===== src/rtl/phase_pwm_driver.sv =====
// phase_pwm_driver: PWM carrier plus three dead-time-protected half-bridge gate FSMs.
//   clock, reset_n        rising-edge clock, asynchronous active-low reset
//   enable                0 forces every switch off
//   duty                  high-side on-time in clocks per carrier period, latched at carrier 0
//   u / z                 commutation drive / float masks, bit2 = phase A .. bit0 = phase C
//   gate_high / gate_low  registered gate enables per phase, 1 = on
//   period_start          one-clock pulse while the carrier is 0
module phase_pwm_driver #(
  parameter int PWM_WIDTH = 10,
  parameter int DEAD_TIME = 8
) (
  input  logic                 clock,
  input  logic                 reset_n,
  input  logic                 enable,
  input  logic [PWM_WIDTH-1:0] duty,
  input  logic [2:0]           u,
  input  logic [2:0]           z,
  output logic [2:0]           gate_high,
  output logic [2:0]           gate_low,
  output logic                 period_start
);
  typedef enum logic [1:0] {OFF, HI, LO, DEAD} state_t;
  localparam logic [7:0] DEAD_LOAD = 8'(DEAD_TIME - 1);
  logic [PWM_WIDTH-1:0] carrier_q, carrier_d;
  logic [PWM_WIDTH-1:0] duty_lat_q, duty_lat_d;
  logic                 period_start_q, period_start_d;
  logic [2:0]           gate_high_q, gate_high_d;
  logic [2:0]           gate_low_q, gate_low_d;
  state_t               state_q [3];
  state_t               state_d [3];
  state_t               req [3];
  logic [7:0]           dead_cnt_q [3];
  logic [7:0]           dead_cnt_d [3];
  logic                 pwm_on;
  always_comb begin
    carrier_d      = carrier_q + PWM_WIDTH'(1);
    duty_lat_d     = (carrier_q == '0) ? duty : duty_lat_q;
    // registered so the pulse lines up with the cycle in which the carrier reads 0
    period_start_d = &carrier_q;
    pwm_on         = carrier_q < duty_lat_q;
    for (int i = 0; i < 3; i++) begin
      req[i]        = (!enable || z[i]) ? OFF : (u[i] && pwm_on) ? HI : LO;
      state_d[i]    = state_q[i];
      dead_cnt_d[i] = dead_cnt_q[i];
      unique case (state_q[i])
        OFF: state_d[i] = req[i];
        HI, LO: if (req[i] != state_q[i]) begin
          state_d[i]    = DEAD;
          dead_cnt_d[i] = DEAD_LOAD;
        end
        // the full dead time runs out even if the request flips back meanwhile
        DEAD: if (dead_cnt_q[i] != 8'd0) dead_cnt_d[i] = dead_cnt_q[i] - 8'd1;
              else state_d[i] = req[i];
        default: state_d[i] = OFF;
      endcase
      gate_high_d[i] = state_d[i] == HI;
      gate_low_d[i]  = state_d[i] == LO;
    end
  end
  always_ff @(posedge clock or negedge reset_n) begin
    if (!reset_n) begin
      carrier_q      <= '0;
      duty_lat_q     <= '0;
      period_start_q <= 1'b0;
      gate_high_q    <= '0;
      gate_low_q     <= '0;
      state_q        <= '{default: OFF};
      dead_cnt_q     <= '{default: 8'd0};
    end else begin
      carrier_q      <= carrier_d;
      duty_lat_q     <= duty_lat_d;
      period_start_q <= period_start_d;
      gate_high_q    <= gate_high_d;
      gate_low_q     <= gate_low_d;
      state_q        <= state_d;
      dead_cnt_q     <= dead_cnt_d;
    end
  end
  assign gate_high    = gate_high_q;
  assign gate_low     = gate_low_q;
  assign period_start = period_start_q;
endmodule


===== config.mk =====
export PLATFORM = sky130hd
export DESIGN_NAME = phase_pwm_driver
export DESIGN_NICKNAME = d
export VERILOG_FILES = /design/src/rtl/phase_pwm_driver.sv
export SDC_FILE = /design/constraint.sdc
export NUM_CORES = 1
export LEC_CHECK = 0
export ABC_CLOCK_PERIOD_IN_PS = 2900
export CAP_MARGIN = 40
export CORE_AREA = 2 2 99 101
export DETAILED_ROUTE_END_ITERATION = 6
export DIE_AREA = 0 0 101 103
export GPL_TIMING_DRIVEN = 0
export SYNTH_ARGS = -nofsm -noshare
export SYNTH_HDL_FRONTEND = slang
export SYNTH_SLANG_ARGS = --single-unit

===== constraint.sdc =====
create_clock -name clock -period 2.9 [get_ports clock]
set_input_delay 0.87 -clock clock [delete_from_list [all_inputs] [get_ports clock]]
set_output_delay 0.87 -clock clock [all_outputs]
set_load 0.03 [all_outputs]

==> summary.md, run 1 <==
| Metric | Value |
|---|---|
| Max Freq | approximately 360 MHz |
| Number of fillers in the final layout | 905 |
| Yosys cell types | 67 |
| Remaining antenna violation count | 0 |
| Worst path required time | between 3 and 4 ns |
| Setup TNS | 0 ns |
| Pwr Density | 514 nW/um^2 |
| Maximum vdd drop | ~0.00023 V |
| Hold path start | duty_lat_q[9] |
| Worst-path cell chain | ha_1 -> nand4_1 -> or3_4 -> o21ai_4 -> a2111oi_4 -> buf_4 -> buf_4 -> or4b_1 -> o211a_1 |
| Sequential share of the synthesized area | 0.395 |
| Main synth FF type | dfrtp_1 |
| Routed via count | about 3100 |
| Initial antenna violation count | 0 |
| Vias in the first global route | 3008 |
| Worst r2r dst | dead_cnt_q[16] |
| Fin area | 4300 sq um |
| Setup violations, final | 0 |
| Most frequent cells in the layout | 55 x dfrtp_1, 39 x inv_1, 24 x nand2_1, 24 x nand3_1, 24 x clkdlybuf4s50_1 |
| I/O pins | 26 |
| RSZ-0062 raised after global routing | true |
| P_leak | 0.00190 uW |
| Clock Sinks | 57 |
| Outcome | finished clean |
| Period utilization | 0.961 |
| Die ar. | 10400 sq um |
| CTS Buffer Depth | 2 |
| # diodes | 0 |
| DRT Wirelength | between 8000 and 9000 microns |
| Slowest cell on crit path | or4b_1 |
| FF/Latch Area | 1430 sq um |
| Drt wl/cell | 14.8 microns |
| Final RePlAce weighted congestion | around 0.86 |
| Die Height | 103 microns |
| Mean Syn Cell Area | approximately 9.4 sq um |
| Hold depth | 1 |
| Warnings from Yosys | 0 |
| Initial Util | 0.382 |
| Reg2Reg Launch Point | carrier_q[7] |
| Worst-skew pair later-pin latency | about 0.35 ns |
| Startpoint type of the worst setup path | flop |
| Max_cap viols | 0 |
| Syn_nets | roughly 430 |
| Worst path max stage delay | approximately 0.49 ns |
| Layout cells sized above 1 | 0.135 |
| Area Overhead vs Synth | 19.1% |
| Relative slew slack | 0.510 |
| End-of-flow core utilization | 0.454 |
| Synthesized area | 3610 sq um |
| PortBufs | 25 |
| H-tree Lvls | 3 |
| FF-to-FF setup slack | 0.11 ns |
| Post-DP HPWL | 5720 microns |
| Slew @ Worst Pin | 0.735 ns |
| CTS tree | done |
| Starting DRT DRC Count | 226 |
| Area taken by multi-input logic gates | 2010 sq um |
| WHS | 0.509 ns |
| Core area | 9460 sq um |
| Hold_buf cts | 0 |
| Dpl cell area | 4020 sq um |
| GR Util All Layers | 0.169 |
| Via density | 5.62 |
| Slew Limit Fails | 0 |
| FFs w/ async S/R, synth | 1.00 |
| Number of synthesized flops with an enable pin | 0 |
| Global route overflow | 0 |
| CP arrival | slightly above 3 ns |
| Largest net degree at the start of global routing | 33 |
| Clk root buf | clkbuf_8 |
| Hold endpoint | duty_lat_q[9] |
| Crit Path Class | reg -> reg |
| Number of buffers and inverters on the critical path | 2 |
| Clock skew | 0.00851 ns |
| Clock-pin slew on the worst setup and hold paths | 0.08 ns |
| Die width | just over 100 microns |
| Fin. Hold Viols | 0 |
| Nets | 465 |
| Total CTS buffers | 9 |
| Yosys reg bits | 57 |
| Hold Crit Class | reg -> reg |
| Syn Inst Count | 386 |
| First-pass GRT wire length | 13900 microns |
| Rows | 36 |
| Fin crit period | 2.79 ns |
| Pwr Total | 2210 uW |
| Cell repeated most along the worst path | buf_4 |
| Crit-path max FO | 10 |
| Residual DRC | 0 |
| CP endpoint kind | flop |
| Delay-heaviest family, CP | simple AND/OR/NAND/NOR gates |
| Commonest non-fill, non-tap cell in the layout | dfrtp_1 |
| First drt pass iteration count | 4 |
| R2R cell count | 9 |
## synthesized netlist by cell type, types with 4 or more instances
| cell | count | share of area |
|---|---|---|
| a31oi_1 | 4 | 0.0069 |
| mux2_2 | 10 | 0.031 |
| o211ai_1 | 6 | 0.012 |
| inv_1 | 39 | 0.041 |
| dfrtp_1 | 57 | 0.40 |
| o22ai_1 | 4 | 0.0069 |
| nor3_1 | 15 | 0.021 |
| nand3_1 | 24 | 0.033 |
| xnor2_1 | 9 | 0.022 |
| a21oi_1 | 22 | 0.030 |
| o21ai_0 | 13 | 0.018 |
| nand4_1 | 8 | 0.014 |
| clkbuf_1 | 5 | 0.0052 |
| nor2b_1 | 6 | 0.010 |
| and3_1 | 7 | 0.012 |
| nand2b_1 | 5 | 0.0087 |
| nand2_1 | 24 | 0.025 |
| ha_1 | 20 | 0.069 |
| or3_1 | 5 | 0.0087 |
| nor2_1 | 16 | 0.017 |
| o31ai_1 | 10 | 0.021 |
| nor4_1 | 4 | 0.0069 |
| o31ai_2 | 4 | 0.014 |
## cells by family (layout without fill, tap and decap cells)
family	after synthesis	after routing	share of synthesized area
adder cells (fa/ha/maj)	20	20	0.0693
multiplexers	11	11	0.0340
AO/OA/AOI/OAI	101	101	0.210
buffers and inverters	48	93	0.0554
AND/OR/NAND/NOR	137	137	0.207
flip-flops	57	57	0.395
XOR/XNOR	12	12	0.0291
## how the worst max path moves through the flow
stage	from	to	slack, ns	depth (start not counted)
floorplan	carrier_q[5]	dead_cnt_q[16]	0.52	9
global placement	reset_n	dead_cnt_q[2]	-0.97	1
detailed placement	enable	dead_cnt_q[6]	-0.37	7
CTS	enable	dead_cnt_q[6]	0.06	8
global route	enable	dead_cnt_q[1]	-0.03	8
finish	carrier_q[7]	dead_cnt_q[16]	0.11	9
## state kept, by name, summed over array words and instances, names as in the netlist
| signal | count |
|---|---|
| carrier_q | 10 |
| state_q | 6 |
| dead_cnt_q | 24 |
| period_start | 1 |
| gate_high | 3 |
| gate_low | 3 |
| duty_lat_q | 10 |
## where the power goes
part           leakage, uW  internal [uW]  switching [uW]  total (uW)
combinational      0.00111            182             236         419
sequential        0.000680            857            66.1         923
clock             0.000113            510             356         866
total              0.00190           1550             659        2210
## timing repair
action                     CTS  global route
pin swaps                    0             2
setup endpoints to repair    1            21
buffers inserted             0             3
resized for setup            1             8
## area by class of cell
cell class,instances,share of cell area
multi-input cells,281,0.468
flip-flops and latches,57,0.332
repair buffers,29,0.0669
inverters,39,0.0341
well taps,114,0.0332
clock buffers,10,0.0320
clock inverters,6,0.0210
plain buffers,9,0.0128
## stage by stage
step           setup WS, ns  std cells
6_report              0.113        545
5_1_grt             -0.0307        545
4_1_cts              0.0596        542
3_5_place_dp         -0.368        526
3_3_place_gp         -0.969        525
2_1_floorplan         0.519        386
## layer usage
layer | track usage | wire length (microns)
met1 | 0.225 | 3890
met2 | 0.264 | 3760
met3 | 0.0495 | 341
met4 | 0.0582 | 78
met5 | 0 | 0
Power figures use the tool's default switching activity.
==> run 2: changes to the inputs <==
--- a/config.mk
+++ b/config.mk
@@ -7,9 +7,9 @@
 export LEC_CHECK = 0
 export ABC_CLOCK_PERIOD_IN_PS = 2900
 export CAP_MARGIN = 40
-export CORE_AREA = 2 2 99 101
+export CORE_AREA = 3 3 100 102
 export DETAILED_ROUTE_END_ITERATION = 6
-export DIE_AREA = 0 0 101 103
+export DIE_AREA = 0 0 103 105
 export GPL_TIMING_DRIVEN = 0
 export SYNTH_ARGS = -nofsm -noshare
 export SYNTH_HDL_FRONTEND = slang
==> run 2 against run 1 <==
  * Final cell count down 1.1%
  * Critical path depth shrank 1
  * Combinational power shrank 2%
  * Clock-buffer cell count is the same
  * Routed wire length rose by 1.3%
  * Worst setup slack improved by 0.079 ns
  * Worst hold slack hardly changed
  * Core utilization is 0.63 points higher
  * Clock skew increased by 0.00061 ns
  * Total power down 6.6%
  * Global-route usage decreased by 0.81 points
  * Via count is 0.29% higher
  * Critical path type unchanged
  * Largest cell class unchanged
  * Largest power group unchanged
==> summary.md, run 2 (synthesized netlist as in run 1, its figures left out) <==
| Metric | Value |
|---|---|
| Hold Crit Class | in -> async |
| First-pass GRT wire length | 14000 microns (+0.99%) |
| Outcome | finished clean |
| Slowest cell on crit path | or4b_1 |
| Delay-heaviest family, CP | simple AND/OR/NAND/NOR gates |
| Pwr Total | 2060 uW (-6.6%) |
| Crit-path max FO | 10 (unchanged) |
| Rows | 35 (-2.8%) |
| Via density | 5.70 (+1.4%) |
| Registers with the most flip-flops | dead_cnt_q (24), carrier_q (10), duty_lat_q (10) |
| Number of fillers in the final layout | 886 (-2.1%) |
| Cells after DPL | 523 (-0.57%) |
| WHS | 0.509 ns (-0.000446 ns) |
| Sw power | 621 uW (-5.8%) |
| RSZ-0062 raised after global routing | false |
| Reg2Reg Launch Point | carrier_q[7] |
| Pwr Density | 487 nW/um^2 (-5.2%) |
| Core area | 9200 sq um (-2.8%) |
| Residual DRC | 0 (unchanged) |
| Max FFs per register | 24 (unchanged) |
| Post-DP HPWL | 5830 microns (+1.9%) |
| Non-filler cells, final | 539 (-1.1%) |
| Drt wl/cell | 15.2 microns (+2.4%) |
| Maximum vdd drop | 0.000197 V (-16%) |
| Area Overhead vs Synth | 17.4% |
| Remaining antenna violation count | 0 (unchanged) |
| PortBufs | 25 (unchanged) |
| Die width | 103 microns (+2.0%) |
| Worst path required time | 3.12 ns (-0.02 ns) |
| DRT Wirelength | 8170 microns (+1.3%) |
| Combinational Power Share | 0.200 (+0.010) |
| Max Freq | 369 MHz (+2.9%) |
| CP arrival | 2.93 ns (-0.10 ns) |
| Most frequent cells in the layout | 57 x dfrtp_1, 39 x inv_1, 24 x nand2_1, 24 x nand3_1, 23 x clkdlybuf4s50_1 |
| Die Height | 105 microns (+1.9%) |
| Routed via count | 3072 (+0.29%) |
| Clk root buf | clkbuf_8 |
| R2R cell count | 8 (-1) |
| Period utilization | 0.934 (-0.0273) |
| Relative slew slack | 0.493 (-0.0169) |
| Worst-path cell chain | ha_1 -> nand4_1 -> or3_4 -> o21ai_4 -> a2111oi_4 -> buf_4 -> or4b_1 -> o211a_1 |
| Fin crit period | 2.71 ns (-0.0792 ns) |
| Clock share of power | 0.351 (-0.041) |
| Pint | 1440 uW (-6.9%) |
| Max_cap viols | 0 (unchanged) |
| Slew @ Worst Pin | 0.753 ns (+0.0184 ns) |
| # diodes | 0 (unchanged) |
| Layout cells sized above 1 | 0.124 (-0.0107) |
| Worst-skew pair later-pin latency | 0.34 ns (about the same) |
| Starting DRT DRC Count | 248 (+9.7%) |
| Crit Path Class | reg -> reg |
| Largest net degree at the start of global routing | 37 (+12%) |
| Total CTS buffers | 9 (unchanged) |
| I/O pins | 26 (unchanged) |
| First drt pass iteration count | 4 (unchanged) |
| Vias in the first global route | 3000 (-0.27%) |
| Die ar. | 10800 sq um (+4.0%) |
| Initial antenna violation count | 0 (unchanged) |
| GR Util All Layers | 0.161 (-0.00812) |
| Commonest non-fill, non-tap cell in the layout | dfrtp_1 |
| Clock Sinks | 57 (unchanged) |
| FF-to-FF setup slack | 0.19 ns (+0.08 ns) |
| H-tree Lvls | 3 (unchanged) |
| Worst r2r dst | dead_cnt_q[16] |
| Final RePlAce weighted congestion | 0.836 (-3.0%) |
| Clock-pin slew on the worst setup and hold paths | 0.06 ns (-0.02 ns) |
| Startpoint type of the worst setup path | flop |
| CP endpoint kind | flop |
| P_leak | 0.00189 uW (-0.64%) |
| Nets | 464 (-0.22%) |
| Number of buffers and inverters on the critical path | 1 (-1) |
| Reg with most FFs | dead_cnt_q |
| Clock skew | 0.00912 ns (+0.000608 ns) |
| Net Sw Frac | 0.301 (+0.00250) |
| Initial Util | 0.393 (+0.0109) |
| Slew Limit Fails | 0 (unchanged) |
| Fin. Hold Viols | 0 (unchanged) |
| Flop pwr share | 0.449 (+0.031) |
| Setup violations, final | 0 (unchanged) |
| Global route overflow | 0 (unchanged) |
| Worst path max stage delay | 0.49 ns (about the same) |
| CTS Buffer Depth | 2 (unchanged) |
| CTS tree | done |
==> run 2: cell count changes in the layout (fill, tap and decap cells not counted), sizes merged <==
cell | previous run | this run
clkinvlp | 1 | 0
dlymetal6s2s | 0 | 1
clkinv | 2 | 3
buf | 9 | 8
clkdlybuf4s50 | 24 | 23
inv | 40 | 39
bufinv | 2 | 1
==> run 2: cell type report <==
type,count,area [sq um],area share
buffer,9,55.1,0.0130
sequential,57,1430,0.337
timing repair buffer,28,283,0.0667
inverter,39,146,0.0345
tap,111,139,0.0328
multi-input combinational,281,2010,0.473
clock buffer,10,138,0.0325
clock inverter,4,45.0,0.0106
==> run 2: timing repair <==
item | in CTS | in global routing
setup endpoints to repair | 2 | 13
hold buffers | 0 | 0
resized for setup | 2 | 6
pin swaps | 0 | 2
buffers inserted | 0 | 2
==> run 2: metal layers <==
layer	vias to the layer above	GRT usage	share of wire	wire length, microns
met5	-	0	0	0
met4	0	0.0509	0.011	86
met3	9	0.0360	0.040	328
met2	74	0.248	0.48	3880
met1	1481	0.222	0.47	3870
li1	1508	-	-	-
==> run 2: worst reg2reg max path: stages, from the launching register on <==
cell and delay [ns]:
dfrtp_1 0.44, ha_1 0.33, nand4_1 0.14, or3_4 0.43
o21ai_4 0.38, a2111oi_4 0.06, buf_4 0.18, or4b_1 0.50
o211a_1 0.14
==> run 2: worst max path at each step <==
stage / startpoint / endpoint / slack, ns / depth (start not counted)
after floorplan: carrier_q[5] / dead_cnt_q[16] / 0.52 / 9
after global routing: carrier_q[5] / dead_cnt_q[11] / 0.006 / 9
final: carrier_q[7] / dead_cnt_q[16] / 0.19 / 8
after global placement: reset_n / dead_cnt_q[2] / -0.92 / 1
after detailed placement: enable / dead_cnt_q[6] / -0.40 / 7
after CTS: enable / dead_cnt_q[1] / 0.04 / 8
==> run 2: stage by stage <==
step	cell area [sq um]	setup WS [ns]	TNS (ns)	utilization
after floorplan	3610	0.519	0	-
after global placement	4000	-0.923	-57.34	0.435
after detailed placement	4020	-0.403	-5.17	0.437
after CTS	4210	0.0407	0	0.458
after global routing	4240	0.00636	0	0.461
final	4240	0.192	0	0.461
==> run 2: power by group through the flow <==
stage / combinational, uW / sequential (uW) / clock, uW
2_1_floorplan: 275 / 932 / 0
3_3_place_gp: 390 / 936 / 0
3_5_place_dp: 403 / 938 / 0
4_1_cts: 407 / 923 / 752
5_1_grt: 469 / 935 / 786
6_report: 412 / 926 / 725
